`src/rtl/mult_pkg.sv`:
```
// Shared definitions for the multiplier final carry-propagate pipeline:
// RISC-V M-extension op encodings, default widths and the stage-1 payload.
package mult_pkg;

    localparam int MULT_DATA_W = 32;
    localparam int MULT_TAG_W  = 5;

    localparam logic [1:0] MUL_OP_MUL    = 2'b00;
    localparam logic [1:0] MUL_OP_MULH   = 2'b01;
    localparam logic [1:0] MUL_OP_MULHSU = 2'b10;
    localparam logic [1:0] MUL_OP_MULHU  = 2'b11;

    // The low word is already resolved; the high halves stay redundant until S2.
    typedef struct packed {
        logic [MULT_DATA_W-1:0] lo;
        logic                   c_lo;
        logic [MULT_DATA_W-1:0] sum_hi;
        logic [MULT_DATA_W-1:0] carry_hi;
        logic [1:0]             op;
        logic [MULT_TAG_W-1:0]  tag;
    } s1_payload_t;

    function automatic logic takes_low_word(input logic [1:0] op);
        return op == MUL_OP_MUL;
    endfunction

endpackage

```
`src/rtl/mult_cpa_slice.sv`:
```
// DATA_W-bit carry-propagate adder slice with carry-in and carry-out.
module mult_cpa_slice #(
    parameter int DATA_W = 32
) (
    input  logic [DATA_W-1:0] a_i,
    input  logic [DATA_W-1:0] b_i,
    input  logic              cin_i,
    output logic [DATA_W-1:0] sum_o,
    output logic              cout_o
);

    logic [DATA_W:0] full_sum;

    always_comb begin
        full_sum = {1'b0, a_i} + {1'b0, b_i} + {{DATA_W{1'b0}}, cin_i};
        sum_o    = full_sum[DATA_W-1:0];
        cout_o   = full_sum[DATA_W];
    end

endmodule

```
`src/rtl/mult_final_cpa_pipe.sv`:
```
// Resolves the compressor tree's {sum, carry} pair over two register stages
// (low word, then high word) and returns the selected product word with its tag.
module mult_final_cpa_pipe
    import mult_pkg::*;
#(
    parameter int DATA_W = MULT_DATA_W,
    parameter int TAG_W  = MULT_TAG_W
) (
    input  logic                  i_clk,
    input  logic                  i_rst_n,
    input  logic                  i_flush,
    input  logic                  i_valid,
    output logic                  o_ready,
    input  logic [2*DATA_W-1:0]   i_sum,
    input  logic [2*DATA_W-1:0]   i_carry,
    input  logic [1:0]            i_op,
    input  logic [TAG_W-1:0]      i_tag,
    output logic                  o_valid,
    input  logic                  i_ready,
    output logic [DATA_W-1:0]     o_result,
    output logic [TAG_W-1:0]      o_tag,
    output logic                  o_busy
);

    logic              s1_v_q, s1_v_d;
    logic              s2_v_q, s2_v_d;
    s1_payload_t       s1_q, s1_d;
    logic [DATA_W-1:0] res_q, res_d;
    logic [TAG_W-1:0]  tag_q, tag_d;

    logic              adv2;
    logic              accept;
    logic [DATA_W-1:0] lo_sum;
    logic              c_lo;
    logic [DATA_W-1:0] hi_sum;
    logic              cout_hi_unused;

    // Stage 1 adder: low word, no carry-in.
    mult_cpa_slice #(.DATA_W(DATA_W)) u_cpa_lo (
        .a_i    (i_sum[DATA_W-1:0]),
        .b_i    (i_carry[DATA_W-1:0]),
        .cin_i  (1'b0),
        .sum_o  (lo_sum),
        .cout_o (c_lo)
    );

    // Stage 2 adder: high word; carry out of the top bit is discarded (mod 2^64).
    mult_cpa_slice #(.DATA_W(DATA_W)) u_cpa_hi (
        .a_i    (s1_q.sum_hi),
        .b_i    (s1_q.carry_hi),
        .cin_i  (s1_q.c_lo),
        .sum_o  (hi_sum),
        .cout_o (cout_hi_unused)
    );

    always_comb begin
        adv2    = s1_v_q & (~s2_v_q | i_ready);
        o_ready = ~s1_v_q | adv2;
        accept  = i_valid & o_ready;

        s1_v_d = accept | (s1_v_q & ~adv2);
        s2_v_d = adv2 | (s2_v_q & ~i_ready);
        if (i_flush) begin
            s1_v_d = 1'b0;
            s2_v_d = 1'b0;
        end
    end

    always_comb begin
        s1_d = s1_q;
        if (accept) begin
            s1_d.lo       = lo_sum;
            s1_d.c_lo     = c_lo;
            s1_d.sum_hi   = i_sum[2*DATA_W-1:DATA_W];
            s1_d.carry_hi = i_carry[2*DATA_W-1:DATA_W];
            s1_d.op       = i_op;
            s1_d.tag      = i_tag;
        end
    end

    // The word select happens before the output register so o_result is a flop.
    always_comb begin
        res_d = res_q;
        tag_d = tag_q;
        if (adv2) begin
            res_d = takes_low_word(s1_q.op) ? s1_q.lo : hi_sum;
            tag_d = s1_q.tag;
        end
    end

    always_ff @(posedge i_clk) begin
        if (!i_rst_n) begin
            s1_v_q <= 1'b0;
            s2_v_q <= 1'b0;
            s1_q   <= '0;
            res_q  <= '0;
            tag_q  <= '0;
        end else begin
            s1_v_q <= s1_v_d;
            s2_v_q <= s2_v_d;
            s1_q   <= s1_d;
            res_q  <= res_d;
            tag_q  <= tag_d;
        end
    end

    assign o_valid  = s2_v_q;
    assign o_result = res_q;
    assign o_tag    = tag_q;
    assign o_busy   = s1_v_q | s2_v_q;

endmodule
```
`config.mk`:
```
export PLATFORM = sky130hd
export DESIGN_NAME = mult_final_cpa_pipe
export DESIGN_NICKNAME = d
export VERILOG_FILES = /design/src/rtl/mult_pkg.sv /design/src/rtl/mult_cpa_slice.sv /design/src/rtl/mult_final_cpa_pipe.sv
export SDC_FILE = /design/constraint.sdc
export NUM_CORES = 1
export LEC_CHECK = 0
export CORE_MARGIN = 5
export CORE_UTILIZATION = 55
export CTS_BUF_LIST = sky130_fd_sc_hd__clkbuf_4 sky130_fd_sc_hd__clkbuf_8
export DETAILED_ROUTE_END_ITERATION = 6
export DONT_BUFFER_PORTS = 1
export HOLD_SLACK_MARGIN = 0.12
export PLACE_DENSITY_LB_ADDON = 0.25
export SETUP_SLACK_MARGIN = 0.15
export SYNTH_ARGS = -nofsm -noshare
export SYNTH_HDL_FRONTEND = slang
export SYNTH_SLANG_ARGS = --single-unit
```
`constraint.sdc`:
```
create_clock -name i_clk -period 7.36 [get_ports i_clk]
set_clock_uncertainty 0.15 [all_clocks]
set_input_delay 0 -clock i_clk [delete_from_list [all_inputs] [get_ports i_clk]]
set_output_delay 0 -clock i_clk [all_outputs]
set_load 0.01 [all_outputs]
```
==> impl_metrics.csv <==
group,metric,value,unit
routing,routedWlPerCell,18.7,µm
worst_setup_path,start_kind,"primary input",
finish,nets,1542,
finish,drive_gt1_share,4.74,%
cts,clk_latency,0.46,ns
min_path,hold_depth,5,
sta,slew_viol_final,0,
routing,antenna_left,0,
yosys,yosys.area.top_type_share,32.5,%
cts,clock-sinks,143,
sta,fin_crit,3.84,ns
yosys,async_flop_share,0,%
pwr,powerDensity,183,nW/µm²
yosys,syn_area,8800,µm²
placement,gp_congestion,0.926,
grt,grt_pass1_vias,9225,
routing,routed_wl,29300,µm
finish,utilization,73.7,%
yosys,synth_seq_cells,143,
cts,cts_buffers,17,
pwr,power_leakage,4.62,nW
yosys,synth-edff-count,0,
sta,worstMarginPinSlew,1.08,ns
grt,grt_max_degree,102,
floorplan,rows,46,
sta,rsz0062_at_grt,"no",
cts,cts.clk_slew.worst_paths,0.08,ns
finish,syn_to_final_growth,32.0,%
routing,via_per_inst,5.89,
finish,mostFrequentLayoutCell,"nand2_1",
yosys,synth_area_leaders,"dfxtp_1, nand2_1, a21oi_1",
cts,postCtsResizedCells,0,
yosys,syn_nets,1346,
status,outcome,"complete, no violations",
floorplan,fp.dieArea,18600,µm²
cts,ctsHoldBuffers,243,
yosys,synthFlopType,"dfxtp_1",
cts,clk_path_buf_depth,2,
routing,drc,0,
finish,layout_common_cells,"nand2_1, dlygate4sd3_1, a21oi_1",
worst_setup_path,r2r-end,"o_result[30]",
worst_setup_path,required,7.56,ns
grt,grt_pass1_wl,45900,µm
cts,root_buffer,"clkbuf_8",
sta,hold_viol,0,
routing,via_count,9225,
routing,drt_iter0_drc,664,
min_path,min_path_type,"primary input to flip-flop",
yosys,yosysTopAreaCell,"dfxtp_1",
sta,relSlewSlack,28.0,%
flow_run,maxCapViolCount,0,
grt,antenna_found_initial,2,
floorplan,initial_core_util,55.8,%
yosys,synthDistinctLibCells,77,
worst_setup_path,crit_arrival,4.05,ns
finish,fillers,1154,
routing,firstDrtPassIters,5,
worst_setup_path,reg2reg_setup_slack,3.91,ns
placement,dpl.hpwl,17700,µm
yosys,syn_area_per_cell,7.71,µm²
cts,cts_htree_levels,4,
grt,grt.total_usage,31.2,%
cts,cts_tree,"built",
floorplan,core,15800,µm²
worst_setup_path,crit_fanout,3,
floorplan,die-height,136,µm
floorplan,io_pins,180,
worst_setup_path,r2r-start,"s1_q[7]",
finish,fin_cells,1567,
yosys,syn_inst,1141,
sta,clock.fmax,0.260,GHz
worst_setup_path,critPathCaptureType,"flip-flop",
sta,finalSetupViolCount,0,
min_path,hold-path-endpoint,"s1_q[79]",
sta,setup_tns,0,ns
yosys,ys_seq_area_share,32.5,%
floorplan,die_w,136,µm
pwr,ir_worst_vdd,0.192,mV
sta,post-route-period-util,52.2,%
placement,port_buffers,0,
worst_setup_path,worstSetupPathType,"primary input to flip-flop",
grt,grt_overflow,0,
min_path,min_from,"i_sum[7]",
worst_setup_path,r2r_cells,10,
cts,post_cts_buffers,0,
placement,dp.cells,1291,
yosys,synth_warnings,0,
[synthesized netlist by cell type, drive strengths merged (9+ instances only)]
| master | n |
|---|---|
| nand3 | 26 |
| xor2 | 11 |
| nor3 | 15 |
| inv | 18 |
| nand2 | 253 |
| o21a | 9 |
| a311oi | 14 |
| o21bai | 14 |
| or3 | 9 |
| nand4 | 16 |
| ha | 62 |
| a21oi | 179 |
| o211ai | 12 |
| o21ai | 55 |
| a21o | 32 |
| clkbuf | 56 |
| xnor2 | 31 |
| buf | 12 |
| dfxtp | 143 |
| nor2 | 61 |
| and2 | 11 |
| a211oi | 13 |
[final cells by class]
| class | instances | area [µm²] | area share, % |
|---|---|---|---|
| Sequential cell | 143 | 2860 | 24.6 |
| Multi-Input combinational cell | 910 | 5490 | 47.3 |
| Timing Repair Buffer | 247 | 2470 | 21.3 |
| Antenna cell | 1 | 2.50 | 0.0215 |
| Tap cell | 216 | 270 | 2.33 |
| Clock buffer | 20 | 263 | 2.26 |
| Clock inverter | 12 | 183 | 1.57 |
| Inverter | 18 | 68.8 | 0.592 |
[where the power goes]
group	internal (mW)	leakage (nW)	total [mW]	switching (mW)
clock	0.390	0.229	0.713	0.324
combinational	0.265	3.21	0.544	0.279
sequential	0.824	1.18	0.865	0.0413
[critical path: stages]
cell	delay (ns)
dlygate4sd3_1	0.54
ha_1	0.27
dlygate4sd3_1	0.60
o21a_1	0.17
o21ai_0	0.10
o21bai_1	0.26
nand2_1	0.13
o21bai_1	0.40
a21boi_0	0.22
nand4_1	0.14
dlygate4sd3_1	0.56
o211ai_1	0.08
dlygate4sd3_1	0.56
[metrics by stage]
step | power (mW) | hold slack [ns] | instance area (µm²) | setup slack [ns]
after floorplan | 1.18 | -0.0326 | 8800 | 4.38
after global placement | 1.25 | -0.0219 | 8720 | 4.05
after detailed placement | 1.26 | -0.0228 | 8720 | 4.00
after CTS | 2.10 | 0.120 | 11600 | 3.71
after global routing | 2.21 | 0.203 | 11600 | 3.38
final | 2.12 | 0.143 | 11600 | 3.52
[layer usage]
metal,vias up,track usage (%),share of wire (%)
met5,-,0,0.027
met4,2,11.5,3.0
met3,71,7.88,6.8
met2,347,55.2,50
met1,4372,36.1,40
li1,4433,-,-
[sequential cells by signal, indices dropped and copies added, names as in the netlist]
register / flops
o_result: 32
s1_v_q: 1
s1_q: 104
o_tag: 5
o_valid: 1
[cell families (layout without fill, tap and decap cells)]
group                      count (synthesis)  after routing  synth area share, %
other                                      0              1                    0
adders and majority gates                 65             65                 9.50
xor gates and xnor gates                  42             42                 4.18
buffers and inverters                     88            297                 5.26
AOI/OAI and AO/OA                        372            372                 26.8
DFF                                      143            143                 32.5
muxes                                      6              6                0.683
and+or+nand+nor                          425            425                 21.1
[worst max-delay path by stage]
stage	startpoint	end	slack, ns	cells after the start
after floorplan	s1_q[7]	o_result[30]	4.38	10
after global placement	s1_q[7]	o_result[30]	4.05	10
after detailed placement	s1_q[7]	o_result[30]	4.00	10
after CTS	i_carry[6]	s1_q[97]	3.71	13
after global routing	i_carry[6]	s1_q[97]	3.38	13
final	i_carry[6]	s1_q[97]	3.52	13
Note: power is estimated with default switching activity, not from simulation.
